==> config.mk <==
export PLATFORM = sky130hd
export DESIGN_NAME = xgmii_rx_monitor
export DESIGN_NICKNAME = d
export VERILOG_FILES = /design/src/rtl/tap_xgmii_pkg.sv /design/src/rtl/xgmii_lane_decode.sv /design/src/rtl/xgmii_rx_monitor.sv
export SDC_FILE = /design/constraint.sdc
export NUM_CORES = 1
export LEC_CHECK = 0
export CAP_MARGIN = 5
export CELL_PAD_IN_SITES_DETAIL_PLACEMENT = 0
export CELL_PAD_IN_SITES_GLOBAL_PLACEMENT = 1
export CORE_AREA = 3 3 197 199
export DETAILED_ROUTE_END_ITERATION = 10
export DIE_AREA = 0 0 200 202
export GPL_ROUTABILITY_DRIVEN = 0
export GPL_TIMING_DRIVEN = 0
export PLACE_DENSITY = 0.83
export REMOVE_ABC_BUFFERS = 1
export SYNTH_ARGS = -nofsm -noshare
export SYNTH_HDL_FRONTEND = slang
export SYNTH_HIERARCHICAL = 1
export SYNTH_SLANG_ARGS = --single-unit
==> constraint.sdc <==
create_clock -name clk156 -period 16 [get_ports clk156]
set_input_delay 3.2 -clock clk156 [delete_from_list [all_inputs] [get_ports clk156]]
set_output_delay 3.2 -clock clk156 [all_outputs]
set_load 0.05 [all_outputs]
==> src/rtl/tap_xgmii_pkg.sv <==
// Shared XGMII definitions: control characters, idle word and receive-monitor
// state encoding.
package tap_xgmii_pkg;

  localparam logic [7:0]  CH_START  = 8'hFB;
  localparam logic [7:0]  CH_TERM   = 8'hFD;
  localparam logic [7:0]  CH_ERROR  = 8'hFE;
  localparam logic [7:0]  CH_IDLE   = 8'h07;
  localparam logic [63:0] IDLE_WORD = 64'h0707070707070707;
  localparam logic [7:0]  IDLE_CTRL = 8'hFF;

  typedef enum logic {
    ST_IDLE  = 1'b0,
    ST_FRAME = 1'b1
  } rx_state_e;

  // Raw data-lane count includes the 7 preamble/SFD octets after the start lane.
  function automatic logic [15:0] frame_len(input logic [15:0] raw);
    return (raw > 16'd7) ? (raw - 16'd7) : '0;
  endfunction

  function automatic logic [15:0] sat_inc16(input logic [15:0] v);
    return (v == '1) ? v : (v + 16'd1);
  endfunction

endpackage

==> src/rtl/xgmii_lane_decode.sv <==
// Combinational per-word XGMII lane decode: start lane, first terminate lane,
// and control lanes that are illegal if they fall inside a frame.
module xgmii_lane_decode
  import tap_xgmii_pkg::*;
(
  input  logic [63:0] rxd,
  input  logic [7:0]  rxc,
  output logic [1:0]  start_lane,
  output logic [7:0]  term_oh,
  output logic [7:0]  err_mask
);

  logic term_found;

  always_comb begin
    start_lane[0] = rxc[0] && (rxd[7:0]   == CH_START);
    start_lane[1] = rxc[4] && (rxd[39:32] == CH_START);

    term_oh    = '0;
    term_found = 1'b0;
    for (int unsigned n = 0; n < 8; n++) begin
      if (!term_found && rxc[n] && (rxd[8*n +: 8] == CH_TERM)) begin
        term_oh[n] = 1'b1;
        term_found = 1'b1;
      end
    end

    // Any control lane other than a legal start or the first terminate
    // (so 0xFE, idles, misplaced 0xFB, a second 0xFD).
    err_mask = rxc & ~term_oh;
    if (start_lane[0]) err_mask[0] = 1'b0;
    if (start_lane[1]) err_mask[4] = 1'b0;
  end

endmodule

==> src/rtl/xgmii_rx_monitor.sv <==
// XGMII receive tap: registered pass-through plus frame length / good / bad
// statistics and a stretched activity indication.
module xgmii_rx_monitor
  import tap_xgmii_pkg::*;
#(
  parameter int unsigned MIN_LEN  = 64,
  parameter int unsigned ACT_BITS = 20
) (
  input  logic        clk156,
  input  logic        sys_rst_n,
  input  logic [63:0] xgmii_rxd,
  input  logic [7:0]  xgmii_rxc,
  output logic [63:0] xgmii_txd,
  output logic [7:0]  xgmii_txc,
  input  logic        stats_clear,
  output logic [31:0] frame_count,
  output logic [31:0] error_count,
  output logic        len_valid,
  output logic [15:0] len_value,
  output logic        activity
);

  localparam logic [15:0] MIN_LEN_W = 16'(MIN_LEN);

  logic [1:0]  rst_sync;
  logic        rst_n;

  rx_state_e   state_q, state_d;
  logic [15:0] acc_q, acc_d;
  logic        err_q, err_d;
  logic        in_frame;
  logic        close_now, close_good;
  logic [15:0] close_len;

  logic [1:0]  start_lane;
  logic [7:0]  term_oh;
  logic [7:0]  err_mask;

  logic [ACT_BITS-1:0] act_cnt;

  always_ff @(posedge clk156 or negedge sys_rst_n) begin
    if (!sys_rst_n) rst_sync <= '0;
    else            rst_sync <= {rst_sync[0], 1'b1};
  end
  assign rst_n = rst_sync[1];

  xgmii_lane_decode u_decode (
    .rxd       (xgmii_rxd),
    .rxc       (xgmii_rxc),
    .start_lane(start_lane),
    .term_oh   (term_oh),
    .err_mask  (err_mask)
  );

  always_ff @(posedge clk156 or negedge rst_n) begin
    if (!rst_n) begin
      xgmii_txd <= IDLE_WORD;
      xgmii_txc <= IDLE_CTRL;
    end else begin
      xgmii_txd <= xgmii_rxd;
      xgmii_txc <= xgmii_rxc;
    end
  end

  always_ff @(posedge clk156 or negedge rst_n) begin
    if (!rst_n) begin
      state_q <= ST_IDLE;
      acc_q   <= '0;
      err_q   <= 1'b0;
    end else begin
      state_q <= state_d;
      acc_q   <= acc_d;
      err_q   <= err_d;
    end
  end

  // Lanes are walked in order so a terminate and a following lane-4 start in
  // the same word close one frame and open the next. Only the first close in
  // a word is reported; a frame reopened after it stays open.
  always_comb begin
    in_frame   = (state_q == ST_FRAME);
    acc_d      = acc_q;
    err_d      = err_q;
    close_now  = 1'b0;
    close_good = 1'b0;
    close_len  = '0;
    for (int unsigned n = 0; n < 8; n++) begin
      if (((n == 0) && start_lane[0]) || ((n == 4) && start_lane[1])) begin
        if (in_frame && !close_now) begin
          close_now  = 1'b1;
          close_len  = frame_len(acc_d);
          close_good = 1'b0;
        end
        in_frame = 1'b1;
        acc_d    = '0;
        err_d    = 1'b0;
      end else if (in_frame && term_oh[n]) begin
        if (!close_now) begin
          close_now  = 1'b1;
          close_len  = frame_len(acc_d);
          close_good = !err_d && (frame_len(acc_d) >= MIN_LEN_W);
        end
        in_frame = 1'b0;
      end else if (in_frame) begin
        if (err_mask[n]) err_d = 1'b1;
        else             acc_d = sat_inc16(acc_d);
      end
    end
    state_d = in_frame ? ST_FRAME : ST_IDLE;
  end

  always_ff @(posedge clk156 or negedge rst_n) begin
    if (!rst_n) begin
      len_valid <= 1'b0;
      len_value <= '0;
    end else begin
      len_valid <= close_now;
      len_value <= close_now ? close_len : '0;
    end
  end

  always_ff @(posedge clk156 or negedge rst_n) begin
    if (!rst_n) begin
      frame_count <= '0;
      error_count <= '0;
    end else if (stats_clear) begin
      frame_count <= '0;
      error_count <= '0;
    end else if (close_now) begin
      if (close_good && (frame_count != '1)) frame_count <= frame_count + 32'd1;
      if (!close_good && (error_count != '1)) error_count <= error_count + 32'd1;
    end
  end

  always_ff @(posedge clk156 or negedge rst_n) begin
    if (!rst_n)              act_cnt <= '0;
    else if (close_now)      act_cnt <= '1;
    else if (act_cnt != '0)  act_cnt <= act_cnt - 1'b1;
  end

  assign activity = (act_cnt != '0);

endmodule

==> results_dict.tcl, run 1 <==
set metrics [dict create \
    status "completed" \
    clock_path_buffers 2 \
    clkSinkCount 193 \
    worst-path-max-fanout 29 \
    critical_path_arrival_ps 16010 \
    power_mw 2.18 \
    die_w_um 200 \
    tightest_slew_ps 1310 \
    grt_pass1_wl_um 101000 \
    setup_viol 0 \
    netlist_instances 2090 \
    critPathSlowestCell "a2111oi_0" \
    synthTopCellsByCount "221 x nor2_1, 197 x nand2_1, 161 x dfrtp_1, 136 x xnor2_1, 106 x nand3_1" \
    async_flop_share 1.00 \
    cts_root_buf "clkbuf_16" \
    drt-initial-drc-count 2015 \
    setup.worst_path.class "input port to flip-flop" \
    die_y_um 202 \
    area_growth_syn_to_layout_pct 26.2 \
    yosys.area_share.simple 0.320 \
    place_hpwl_um 51100 \
    yosys_warnings 6 \
    finish.utilization 0.575 \
    hold_slack_ps 243 \
    maxCapViolCount 0 \
    dieArea_mm2 0.0404 \
    place.port_buffers 228 \
    initial_core_util 0.456 \
    worstSkewPairLatency_ps 430 \
    design_area_mm2 0.0215 \
    grt-ovfl-total 0 \
    clkTransAtPathRegs_ps 70 \
    peakVddDrop_mv 0.0846 \
    synth_fa_ha_area_frac 0.00807 \
    synthMuxAreaShare 0.0314 \
    drv_slew 0 \
    pwr_density_cell_mw_per_mm2 101 \
    synth-edff-count 0 \
    synth.cell_area_mm2 0.0171 \
    min_period_ps 15630 \
    min_path_type "flip-flop to async pin" \
    post-place-ws_ps -4700 \
    maxSlewHeadroom 0.122 \
    avgRoutedWirePerCell_um 23.2 \
    drt-vias-per-instance 6.49 \
    critPathLaunchType "input port" \
    fin_cells 2848 \
    vias 18500 \
    cpPeakStageDelay_ps 680 \
    max_clock_freq_mhz 64.0 \
    ys.flop_type "dfrtp_1" \
    yosys.cell_count.top_type "nor2_1" \
    ys_ff_latch 193 \
    drc 0 \
    fin_ws_ps 370 \
    crit_path_frequent_cell "nand2_1" \
    hold_buffers 0 \
    final.fill_count 3403 \
    wl_um 66200 \
    grt_start_max_net_pins 61 \
    antenna_found_initial 0 \
    htree_levels 4 \
    cts_tree "done" \
    synth_top_family_by_area "simple AND/OR/NAND/NOR gates" \
    synth_compound_area_frac 0.211 \
    synthDistinctLibCells 128 \
    ant_nets 0 \
    synth_top_area_share 0.236 \
    synth_seq_area_share 0.286 \
    reg2reg_slack_ps 2790 \
    final_nets 2409 \
    setup-tns-final_ps 0 \
    finalHoldViolCount 0 \
    num_rows 71 \
    layout-drive-gt1-share 0.140 \
    synth-xor-area-share 0.112 \
    synth.avg_cell_area_um2 8.16 \
    fp.coreArea_mm2 0.0374 \
    grt_usage 0.316 \
    post_dp_cell_area_mm2 0.0198 \
    required_ps 16380 \
    drt_pre_antenna_iters 8 \
    end_kind "flip-flop" \
    synth_area_leaders "dfrtp_1 24%, xnor2_1 7.0%, dfstp_2 4.9%, nor2_1 4.9%, nand2_1 4.3%" \
    clock-skew-final_ps 9.36 \
    io_pins 229 \
    finalCritPeriodShare 0.977 \
    leakage_nw 8.07 \
    dp.cells 2755 \
    grt_pass1_vias 17300 \
    synth_top_area_cell "dfrtp_1" \
    numCtsBuffers 17 \
]
==> power breakdown <==
part           switching, mW  total [mW]  internal [mW]
registers             0.0476       0.566          0.519
clock network          0.186       0.436          0.250
logic                  0.772        1.17          0.401
==> cell type report <==
cell class,count,area (um2),area share
diodes,1,2.50,0.000116
clock buffers,23,488,0.0227
clock inverters,9,121,0.00564
inverters,38,143,0.00663
multi-input cells,1771,12300,0.573
flip-flops and latches,193,4870,0.226
well taps,511,639,0.0297
repair buffers,302,2910,0.135
==> metal layers <==
layer  track usage  vias to the layer above  share of wire
met5             0                        -              0
met4        0.0972                        0          0.033
met3        0.0528                      161          0.093
met2         0.521                     1011           0.46
met1         0.425                     8960           0.41
li1              -                     8351              -
==> flip-flops by register name, summed over array words and instances, names as in the netlist, 2 cells and up <==
register	count
xgmii_txd	64
xgmii_txc	8
frame_count	32
acc_q	16
rst_sync	2
error_count	32
len_value	16
act_cnt	20
==> worst paths after layout <==
path	startpoint	end	cells after the start
worst max-delay path	xgmii_rxd[4]	error_count[14]	44
worst min-delay path	rst_sync[1]	act_cnt[9]	0
worst max register to register	acc_q[3]	error_count[14]	42
worst min register to register	rst_sync[1]	act_cnt[9]	0
max in group asynchronous	sys_rst_n	rst_sync[1]	1
min in group clk156	rst_sync[0]	rst_sync[1]	0
==> worst max-delay path, delay by kind of cell <==
family / cells / cell delay [ps]
buffers and inverters: 4 / 1060
and+or+nand+nor: 21 / 5860
muxes: 2 / 750
adders and majority gates: 2 / 510
AOI/OAI and AO/OA: 11 / 3420
xor gates and xnor gates: 4 / 1190
==> kinds of logic after synthesis <==
group | Yosys count
muxes | 48
and+or+nand+nor | 1016
adders and majority gates | 11
buffers and inverters | 127
xor gates and xnor gates | 213
other | 1
DFF | 193
AOI/OAI and AO/OA | 481
==> layout by cell type, fill, tap and decap left out, drive strengths merged, types with 16 or more instances in the layout <==
| cell type | count |
|---|---|
| a31oi | 40 |
| nor3 | 81 |
| clkbuf | 24 |
| and2 | 39 |
| mux2i | 20 |
| nand2 | 199 |
| dfstp | 32 |
| o21ai | 82 |
| dfrtp | 161 |
| nor2b | 29 |
| a21oi | 82 |
| and3 | 64 |
| a211oi | 30 |
| or4 | 16 |
| o221ai | 17 |
| inv | 40 |
| o21a | 17 |
| buf | 74 |
| nand4 | 73 |
| xnor2 | 138 |
| clkdlybuf4s50 | 227 |
| or3 | 30 |
| o211ai | 23 |
| nor4 | 56 |
| nor2 | 223 |
| nand3 | 108 |
| nand2b | 18 |
| mux2 | 28 |
| xor2 | 75 |
==> what timing repair did <==
action	in CTS	in global routing
cloned	0	1
setup buffers	27	30
setup endpoints to repair	96	82
gates resized for setup	66	51
pin swaps	15	17
(Power assumes the default switching activity.)
==> run 2, diff against run 1 <==
==> constraint.sdc (replaced) <==
create_clock -name clk156 -period 16 [get_ports clk156]
set_input_delay 3.2 -clock clk156 [delete_from_list [all_inputs] [get_ports clk156]]
set_output_delay 3.2 -clock clk156 [all_outputs]
set_load 0.005 [all_outputs]
==> results of run 2 <==
The final DEF is identical to that of run 1. Status: completed.
Among the figures that moved: total power 2.18 mW -> 2.14 mW
